### src/rtl/axil_arb_pkg.sv
// Shared types and constants for the two-requester AXI-Lite arbiter.
package axil_arb_pkg;

    typedef enum logic [2:0] {
        IDLE,
        RADDR,
        RDATA,
        WADDR,
        WRESP
    } state_t;

    localparam logic [1:0] OKAY   = 2'b00;
    localparam logic [1:0] SLVERR = 2'b10;

    // A write only counts as a request once both address and data are offered.
    function automatic logic is_req(input logic arvalid, input logic awvalid, input logic wvalid);
        return arvalid | (awvalid & wvalid);
    endfunction

endpackage

### src/rtl/axil_arb_2x1_rr_arb2.sv
// Combinational two-way round-robin picker; on a tie the side that did not win last time wins.
module rr_arb2 (
    input  logic [1:0] req,
    input  logic       last_grant,
    input  logic       en,
    output logic       grant,
    output logic       valid
);

    always_comb begin
        valid = en & (|req);
        if (req == 2'b11) begin
            grant = ~last_grant;
        end else begin
            grant = req[1];
        end
    end

endmodule

### src/rtl/axil_arb_2x1.sv
// Shares one AXI-Lite slave between two masters, one complete read or write at a time.
// Address/data toward the slave come from holding registers; r/b return paths are combinational.
module axil_arb_2x1
    import axil_arb_pkg::*;
#(
    parameter int ADDR_WIDTH = 32,
    parameter int DATA_WIDTH = 32,
    parameter int STRB_WIDTH = DATA_WIDTH / 8
) (
    input  logic                  clk,
    input  logic                  rst,

    input  logic [ADDR_WIDTH-1:0] s0_axil_awaddr,
    input  logic [2:0]            s0_axil_awprot,
    input  logic                  s0_axil_awvalid,
    output logic                  s0_axil_awready,
    input  logic [DATA_WIDTH-1:0] s0_axil_wdata,
    input  logic [STRB_WIDTH-1:0] s0_axil_wstrb,
    input  logic                  s0_axil_wvalid,
    output logic                  s0_axil_wready,
    output logic [1:0]            s0_axil_bresp,
    output logic                  s0_axil_bvalid,
    input  logic                  s0_axil_bready,
    input  logic [ADDR_WIDTH-1:0] s0_axil_araddr,
    input  logic [2:0]            s0_axil_arprot,
    input  logic                  s0_axil_arvalid,
    output logic                  s0_axil_arready,
    output logic [DATA_WIDTH-1:0] s0_axil_rdata,
    output logic [1:0]            s0_axil_rresp,
    output logic                  s0_axil_rvalid,
    input  logic                  s0_axil_rready,

    input  logic [ADDR_WIDTH-1:0] s1_axil_awaddr,
    input  logic [2:0]            s1_axil_awprot,
    input  logic                  s1_axil_awvalid,
    output logic                  s1_axil_awready,
    input  logic [DATA_WIDTH-1:0] s1_axil_wdata,
    input  logic [STRB_WIDTH-1:0] s1_axil_wstrb,
    input  logic                  s1_axil_wvalid,
    output logic                  s1_axil_wready,
    output logic [1:0]            s1_axil_bresp,
    output logic                  s1_axil_bvalid,
    input  logic                  s1_axil_bready,
    input  logic [ADDR_WIDTH-1:0] s1_axil_araddr,
    input  logic [2:0]            s1_axil_arprot,
    input  logic                  s1_axil_arvalid,
    output logic                  s1_axil_arready,
    output logic [DATA_WIDTH-1:0] s1_axil_rdata,
    output logic [1:0]            s1_axil_rresp,
    output logic                  s1_axil_rvalid,
    input  logic                  s1_axil_rready,

    output logic [ADDR_WIDTH-1:0] m_axil_awaddr,
    output logic [2:0]            m_axil_awprot,
    output logic                  m_axil_awvalid,
    input  logic                  m_axil_awready,
    output logic [DATA_WIDTH-1:0] m_axil_wdata,
    output logic [STRB_WIDTH-1:0] m_axil_wstrb,
    output logic                  m_axil_wvalid,
    input  logic                  m_axil_wready,
    input  logic [1:0]            m_axil_bresp,
    input  logic                  m_axil_bvalid,
    output logic                  m_axil_bready,
    output logic [ADDR_WIDTH-1:0] m_axil_araddr,
    output logic [2:0]            m_axil_arprot,
    output logic                  m_axil_arvalid,
    input  logic                  m_axil_arready,
    input  logic [DATA_WIDTH-1:0] m_axil_rdata,
    input  logic [1:0]            m_axil_rresp,
    input  logic                  m_axil_rvalid,
    output logic                  m_axil_rready
);

    state_t                state;
    state_t                state_nxt;
    logic                  gnt;
    logic                  last_grant;
    logic                  aw_done;
    logic                  w_done;
    logic [ADDR_WIDTH-1:0] hold_addr;
    logic [2:0]            hold_prot;
    logic [DATA_WIDTH-1:0] hold_data;
    logic [STRB_WIDTH-1:0] hold_strb;

    logic [1:0]            req;
    logic                  arb_grant;
    logic                  arb_valid;
    logic                  win_rd;
    logic [ADDR_WIDTH-1:0] win_araddr;
    logic [ADDR_WIDTH-1:0] win_awaddr;
    logic [2:0]            win_arprot;
    logic [2:0]            win_awprot;
    logic [DATA_WIDTH-1:0] win_wdata;
    logic [STRB_WIDTH-1:0] win_wstrb;
    logic                  sel_rready;
    logic                  sel_bready;

    logic [1:0]            arready_v;
    logic [1:0]            awready_v;
    logic [1:0]            wready_v;
    logic [1:0]            rvalid_v;
    logic [1:0]            bvalid_v;

    assign req[0] = is_req(s0_axil_arvalid, s0_axil_awvalid, s0_axil_wvalid);
    assign req[1] = is_req(s1_axil_arvalid, s1_axil_awvalid, s1_axil_wvalid);

    rr_arb2 u_rr_arb2 (
        .req        (req),
        .last_grant (last_grant),
        .en         (state == IDLE),
        .grant      (arb_grant),
        .valid      (arb_valid)
    );

    // Winner-side request fields, only meaningful while arb_valid is high in IDLE.
    assign win_rd     = arb_grant ? s1_axil_arvalid : s0_axil_arvalid;
    assign win_araddr = arb_grant ? s1_axil_araddr  : s0_axil_araddr;
    assign win_arprot = arb_grant ? s1_axil_arprot  : s0_axil_arprot;
    assign win_awaddr = arb_grant ? s1_axil_awaddr  : s0_axil_awaddr;
    assign win_awprot = arb_grant ? s1_axil_awprot  : s0_axil_awprot;
    assign win_wdata  = arb_grant ? s1_axil_wdata   : s0_axil_wdata;
    assign win_wstrb  = arb_grant ? s1_axil_wstrb   : s0_axil_wstrb;

    assign sel_rready = gnt ? s1_axil_rready : s0_axil_rready;
    assign sel_bready = gnt ? s1_axil_bready : s0_axil_bready;

    always_comb begin
        state_nxt      = state;
        arready_v      = '0;
        awready_v      = '0;
        wready_v       = '0;
        rvalid_v       = '0;
        bvalid_v       = '0;
        m_axil_arvalid = 1'b0;
        m_axil_awvalid = 1'b0;
        m_axil_wvalid  = 1'b0;
        m_axil_rready  = 1'b0;
        m_axil_bready  = 1'b0;
        case (state)
            IDLE: begin
                if (arb_valid) begin
                    if (win_rd) begin
                        arready_v[arb_grant] = 1'b1;
                        state_nxt            = RADDR;
                    end else begin
                        awready_v[arb_grant] = 1'b1;
                        wready_v[arb_grant]  = 1'b1;
                        state_nxt            = WADDR;
                    end
                end
            end
            RADDR: begin
                m_axil_arvalid = 1'b1;
                if (m_axil_arready) begin
                    state_nxt = RDATA;
                end
            end
            RDATA: begin
                rvalid_v[gnt] = m_axil_rvalid;
                m_axil_rready = sel_rready;
                if (m_axil_rvalid && sel_rready) begin
                    state_nxt = IDLE;
                end
            end
            WADDR: begin
                m_axil_awvalid = ~aw_done;
                m_axil_wvalid  = ~w_done;
                if ((aw_done || m_axil_awready) && (w_done || m_axil_wready)) begin
                    state_nxt = WRESP;
                end
            end
            WRESP: begin
                bvalid_v[gnt] = m_axil_bvalid;
                m_axil_bready = sel_bready;
                if (m_axil_bvalid && sel_bready) begin
                    state_nxt = IDLE;
                end
            end
            default: state_nxt = IDLE;
        endcase
    end

    always_ff @(posedge clk or posedge rst) begin
        if (rst) begin
            state      <= IDLE;
            gnt        <= 1'b0;
            last_grant <= 1'b1;
            aw_done    <= 1'b0;
            w_done     <= 1'b0;
            hold_addr  <= '0;
            hold_prot  <= '0;
            hold_data  <= '0;
            hold_strb  <= '0;
        end else begin
            state <= state_nxt;
            if (state == IDLE && arb_valid) begin
                gnt        <= arb_grant;
                last_grant <= arb_grant;
                aw_done    <= 1'b0;
                w_done     <= 1'b0;
                hold_addr  <= win_rd ? win_araddr : win_awaddr;
                hold_prot  <= win_rd ? win_arprot : win_awprot;
                if (!win_rd) begin
                    hold_data <= win_wdata;
                    hold_strb <= win_wstrb;
                end
            end
            // AW and W complete independently; each valid drops after its own handshake.
            if (state == WADDR) begin
                if (m_axil_awvalid && m_axil_awready) begin
                    aw_done <= 1'b1;
                end
                if (m_axil_wvalid && m_axil_wready) begin
                    w_done <= 1'b1;
                end
            end
        end
    end

    assign m_axil_araddr = hold_addr;
    assign m_axil_arprot = hold_prot;
    assign m_axil_awaddr = hold_addr;
    assign m_axil_awprot = hold_prot;
    assign m_axil_wdata  = hold_data;
    assign m_axil_wstrb  = hold_strb;

    assign s0_axil_arready = arready_v[0];
    assign s0_axil_awready = awready_v[0];
    assign s0_axil_wready  = wready_v[0];
    assign s0_axil_rvalid  = rvalid_v[0];
    assign s0_axil_bvalid  = bvalid_v[0];
    assign s1_axil_arready = arready_v[1];
    assign s1_axil_awready = awready_v[1];
    assign s1_axil_wready  = wready_v[1];
    assign s1_axil_rvalid  = rvalid_v[1];
    assign s1_axil_bvalid  = bvalid_v[1];

    // Response payloads go to both sides; only the granted side ever sees a valid.
    assign s0_axil_rdata = m_axil_rdata;
    assign s0_axil_rresp = m_axil_rresp;
    assign s0_axil_bresp = m_axil_bresp;
    assign s1_axil_rdata = m_axil_rdata;
    assign s1_axil_rresp = m_axil_rresp;
    assign s1_axil_bresp = m_axil_bresp;

endmodule

### config.mk
export PLATFORM = sky130hd
export DESIGN_NAME = axil_arb_2x1
export DESIGN_NICKNAME = d
export VERILOG_FILES = /design/src/rtl/axil_arb_pkg.sv /design/src/rtl/axil_arb_2x1_rr_arb2.sv /design/src/rtl/axil_arb_2x1.sv
export SDC_FILE = /design/constraint.sdc
export NUM_CORES = 1
export LEC_CHECK = 0
export CORE_AREA = 4 4 177 179
export DETAILED_ROUTE_END_ITERATION = 8
export DIE_AREA = 0 0 181 183
export PLACE_DENSITY = 0.58
export SLEW_MARGIN = 15
export SYNTH_ARGS = -nofsm -noshare
export SYNTH_HDL_FRONTEND = slang
export SYNTH_HIERARCHICAL = 1
export SYNTH_SLANG_ARGS = --single-unit
export TNS_END_PERCENT = 10
### constraint.sdc
create_clock -name clk -period 5.5 [get_ports clk]
set_input_delay 1.1 -clock clk [delete_from_list [all_inputs] [get_ports clk]]
set_output_delay 1.1 -clock clk [all_outputs]
set_load 0.02 [all_outputs]
==> results.toml, run 1 <==
[run_status]
outcome = "completed"

[drt]
post_drt_wl_per_cell_um = 18.3
first_pass_iters = 4
drt_iter0_drc = 154
finalWirelength_um = 21700
via_per_inst = 4.12
drc = 0
detail-route-antenna-nets = 0
vias = 4890

[grt]
grt_max_degree = 73
overflow = 0
grt_pass1_vias = 5074
antenna_found_initial = 1
grt_first_pass_wirelength_um = 31500
grt_usage_pct = 12.4

[floorplan]
core_um2 = 29600
die_x_um = 181
die-area_um2 = 33100
initial_utilization_pct = 18.7
die_y_um = 183
pin_count = 458
row_count = 63

[critical_path]
path_common_cell = "clkdlybuf4s50_1"
cp_slowest_cell = "clkdlybuf4s50_1"
required_ps = 4400
endpoint_kind = "output port"
critical_path_arrival_ps = 3530
start_kind = "input port"
cp_max_fo = 6
path_class = "in2out"
worstPathCellList = "clkdlybuf4s50_1 -> a21o_1 -> o21a_1 -> or4b_4 -> nor3_1 -> clkdlybuf4s50_1"
max_stage_delay_ps = 660

[clocking]
ctsHoldBuffers = 0
ctsHtreeMaxLevel = 3
clkSinkCount = 78
post_cts_buffers = 0
clock_latency_ps = 350
cts_buffers = 9
clk_path_buf_depth = 2
cts_tree = "built"
clockRootBuffer = "clkbuf_16"
postCtsResizedCells = 0
clk_pin_slew_ps = 60

[placement]
place_area_um2 = 8550
post-place-ws_ps = 887
gp_congestion = 0.766
port_buffers = 349
dp_hpwl_um = 17400
dp_cells = 1168

[finish]
nFillCells = 3146
final_cells = 1186
drive_gt1_share_pct = 9.32
multiInputGateArea_um2 = 2510
fin_nets = 1054
design_area_um2 = 8890
areaGrowthSynthToFinish_pct = 60.8
seqCellArea_um2 = 1950
post-route-util_pct = 30.1

[yosys]
ys_ff_latch = 78
yosysTopAreaCellShare_pct = 34.8
syn-cell-area_um2 = 5530
synth_area_per_cell_um2 = 9.74
synthArstFlopShare_pct = 100
syn_nets = 833
synth.most_common_cell = "buf_4"
netlist_instances = 568
yosys_warnings = 6
synth_area_leaders = "dfrtp_1 (35%), mux2i_1 (20%), buf_4 (16%)"
synthFlopType = "dfrtp_1"
synth_edf_count = 0
ys_seq_area_share_pct = 35.3
synth_cell_type_count = 33
synth_common_cells = "buf_4 (115), mux2i_1 (108), dfrtp_1 (77), nand2_1 (44), a21oi_1 (37)"
synth_top_area_cell = "dfrtp_1"

[timing]
final.setup.tns_ps = 0
final_max_slew_viol_count = 0
hold_violations = 0
max_slew_margin_pct = 51.3
clock_skew_ps = 9.44
max_freq_mhz = 216
setup_viol = 0
fin_crit_ps = 4630
fin_crit_sh_pct = 84.2
worstMarginPinSlew_ps = 730
timing.final.ws_setup_ps = 870
rsz0062_at_grt = "false"
hold_slack_ps = 502

[power_and_ir_drop]
power_mw = 4.07
power_leakage_nw = 3.66
powerDensity_nw_per_um2 = 458
ir_drop_v = 0.000174

[hold_path]
holdCritPathClass = "reg2reg"

[job]
cap_violations = 0
-- sequential cells by signal, indices dropped and copies added, names as in the netlist --
register and cells:
m_axil_araddr 32, last_grant 1, m_axil_arprot 3, aw_done 1, m_axil_wdata 32, m_axil_wstrb 4, gnt 1, w_done 1
state 3
-- worst max-delay path: cells and delay by family --
kind / cells / cell delay [ps]
buffers and inverters: 2 / 1120
and+or+nand+nor: 2 / 820
AOI/OAI and AO/OA: 2 / 480
-- metal layers --
layer / track usage [%] / routed length, um / share of wire, %
met1: 14.8 / 9070 / 42
met2: 21.0 / 10300 / 47
met3: 3.79 / 1900 / 8.7
met4: 4.77 / 468 / 2.2
met5: 0 / 0 / 0
-- report_power, final --
group	leakage (nW)	internal (mW)	switching (mW)
logic	2.58	1.11	1.16
clock network	0.159	0.444	0.263
registers	0.931	0.857	0.232
-- final cells by class --
| type | instances | area share, % |
|---|---|---|
| Clock buffer | 10 | 2.57 |
| Antenna cell | 2 | 0.0563 |
| Clock inverter | 6 | 1.24 |
| Sequential cell | 78 | 22.0 |
| Multi-Input combinational cell | 334 | 28.2 |
| Tap cell | 390 | 5.49 |
| Inverter | 3 | 0.141 |
| Timing Repair Buffer | 363 | 40.3 |
-- path summary, 6_finish.rpt --
path                           startpoint                end  slack, ps  cells after the start
max                        s0_axil_wvalid    s0_axil_awready        870                      6
min                            last_grant         last_grant        500                      2
max reg2reg                      state[2]  m_axil_araddr[24]       3030                      7
min reg2reg                    last_grant         last_grant        500                      2
max in group asynchronous             rst           state[0]       3300                      3
min in group asynchronous             rst   m_axil_araddr[1]       1150                      2
-- cell families after synthesis --
| family | share of synthesized area, % |
|---|---|
| mux | 26.9 |
| compound gates | 12.2 |
| buf+inv | 19.8 |
| simple gates | 5.79 |
| flops | 35.3 |
-- cell usage in the layout, fill, tap and decap left out, types with 2 or more instances in the layout --
master / Yosys / final
nand2b_1: 2 / 2
clkinv_2: 0 / 2
a31oi_1: 36 / 36
buf_4: 115 / 14
nand2_1: 44 / 44
a211oi_1: 2 / 2
clkdlybuf4s50_1: 0 / 347
diode_2: 0 / 2
buf_2: 18 / 2
o22ai_1: 4 / 4
mux2_2: 35 / 35
nor2_1: 7 / 7
bufinv_16: 0 / 3
clkbuf_16: 0 / 9
o21ai_1: 10 / 10
a21oi_1: 37 / 37
clkinvlp_4: 0 / 2
nor2b_1: 2 / 2
inv_1: 3 / 2
a21o_1: 2 / 2
o21ai_0: 28 / 28
nor3_1: 6 / 6
dfrtp_1: 77 / 77
mux2i_1: 108 / 108
(Power assumes the default switching activity.)
==> inputs of run 2 (changes only) <==
Settings changed: CORE_AREA 4 4 177 179 to 4 4 174 176, DIE_AREA 0 0 181 183 to 0 0 178 180, PLACE_DENSITY 0.58 to 0.6.
Clock period 5.5 ns to 4.3 ns, I/O delays scaled along.
==> run 2 against run 1 <==
Non-clock buffer count increased by 2. Sequential share of layout area up 0.090 points. Highest routed layer unchanged. Clock-buffer cell count up 1. Critical endpoint is now s0_axil_wready. Clock power up 5.1%. Clock skew hardly changed.
==> results.toml, run 2 (synthesis results as in run 1) <==
[grt]
grt_first_pass_wirelength_um = 30300
antenna_found_initial = 1
grt_pass1_vias = 4983
grt_usage_pct = 12.3
overflow = 0
grt_max_degree = 74

[drt]
first_pass_iters = 4
drt_iter0_drc = 188
finalWirelength_um = 21100
dr_wl_met2_um = 10200
top_layer_used = "met4"
drc = 0
wl_met1_um = 8230
vias = 4843
wl_met3_um = 2230
post_drt_wl_per_cell_um = 17.8
via_per_inst = 4.10
detail-route-antenna-nets = 0

[critical_path]
start_kind = "input port"
cp_max_fo = 11
max_stage_delay_ps = 660
path_common_cell = "clkdlybuf4s50_1"
worst-r2r-cell-count = 7
endpoint_kind = "output port"
cp_slowest_cell = "clkdlybuf4s50_1"
r2r_setup_slack_ps = 2020
worstPathCellList = "clkdlybuf4s50_1 -> a21o_1 -> o21a_1 -> or4b_4 -> nor3_1 -> clkdlybuf4s50_1"
path_class = "in2out"
critical_path_arrival_ps = 3290
required_ps = 3440

[job]
cap_violations = 0

[timing]
final_max_slew_viol_count = 0
final.setup.tns_ps = 0
hold_violations = 0
fin_crit_sh_pct = 96.5
clock_skew_ps = 9.00
timing.final.ws_setup_ps = 152
fin_crit_ps = 4150
setup_viol = 0
max_slew_margin_pct = 52.9
worstMarginPinSlew_ps = 706
rsz0062_at_grt = "false"
max_freq_mhz = 241

[finish]
final_cell_mix = "clkdlybuf4s50_1 (346), mux2i_1 (108), dfrtp_1 (77)"
seqCellArea_um2 = 1950
drive_gt1_share_pct = 9.67
fin_nets = 1056
nFillCells = 2935
multiInputGateArea_um2 = 2510
areaGrowthSynthToFinish_pct = 60.2
antenna_cells = 0
final_common_cell = "clkdlybuf4s50_1"

[clocking]
clk_path_buf_depth = 2
clk_pin_slew_ps = 70
postCtsResizedCells = 0
ctsHoldBuffers = 0
cts_buffers = 9
clockRootBuffer = "clkbuf_16"
cts_tree = "built"
clkSinkCount = 78
ctsHtreeMaxLevel = 3
post_cts_buffers = 0
clock_latency_ps = 340

[power_and_ir_drop]
ir_drop_v = 0.000262
powerDensity_nw_per_um2 = 568
power_leakage_nw = 3.65

[floorplan]
core_um2 = 28600
pin_count = 458
die-area_um2 = 32000
die_y_um = 180
initial_utilization_pct = 19.3
row_count = 62
die_x_um = 178

[placement]
post-place-ws_ps = 130
dp_hpwl_um = 16600
port_buffers = 349
gp_congestion = 0.775

[hold_path]
holdCritPathClass = "reg2reg"
min_path_cells = 2

[run_status]
outcome = "completed"
[run 2: changes by cell type in the layout (fill, tap and decap cells not counted)]
cell,change
buf_12,+2
buf_4,+1
bufinv_16,-3
clkbuf_8,+1
clkdlybuf4s50_1,-1
clkinvlp_4,+2
diode_2,-2
[run 2: layout make-up]
type / count / area share [%]
sequential: 78 / 22.0
timing repair buffer: 365 / 40.9
multi-input combinational: 334 / 28.3
inverter: 3 / 0.141
clock buffer: 11 / 2.74
clock inverter: 5 / 0.395
tap: 384 / 5.42
[run 2: worst max-delay path: cells and delay by family]
family	cells	cell delay [ps]
simple gates	2	810
compound gates	2	440
buf+inv	2	1160
[run 2: report_power, final]
part | internal (mW) | switching [mW] | total [mW]
Sequential | 1.10 | 0.304 | 1.40
Clock | 0.407 | 0.335 | 0.742
Combinational | 1.43 | 1.46 | 2.89
Total | 2.94 | 2.09 | 5.03
[run 2: per-layer routing]
layer	track usage, %	vias to the layer above
met1	14.0	2191
met4	3.90	0
met2	21.5	280
met3	4.31	36
li1	-	2336
met5	0	-
[run 2: through the flow]
stage / std cells / area [um2] / utilization [%] / total power, mW / hold slack, ps
2_1_floorplan: 568 / 5530 / - / 3.19 / 447
5_1_grt: 1180 / 8860 / 30.9 / 5.38 / 500
4_1_cts: 1180 / 8860 / 30.9 / 5.13 / 490
3_3_place_gp: 1164 / 8580 / 30.0 / 4.33 / 486
3_5_place_dp: 1164 / 8580 / 30.0 / 4.34 / 479
6_report: 1180 / 8860 / 30.9 / 5.03 / 485
[run 2: path summary, 6_finish.rpt]
check | startpoint | end
setup / recovery | s0_axil_awvalid | s0_axil_wready
hold / removal | last_grant | last_grant
setup reg to reg | state[2] | m_axil_wdata[4]
hold reg to reg | last_grant | last_grant
max in group asynchronous | rst | last_grant
min in group asynchronous | rst | m_axil_araddr[4]
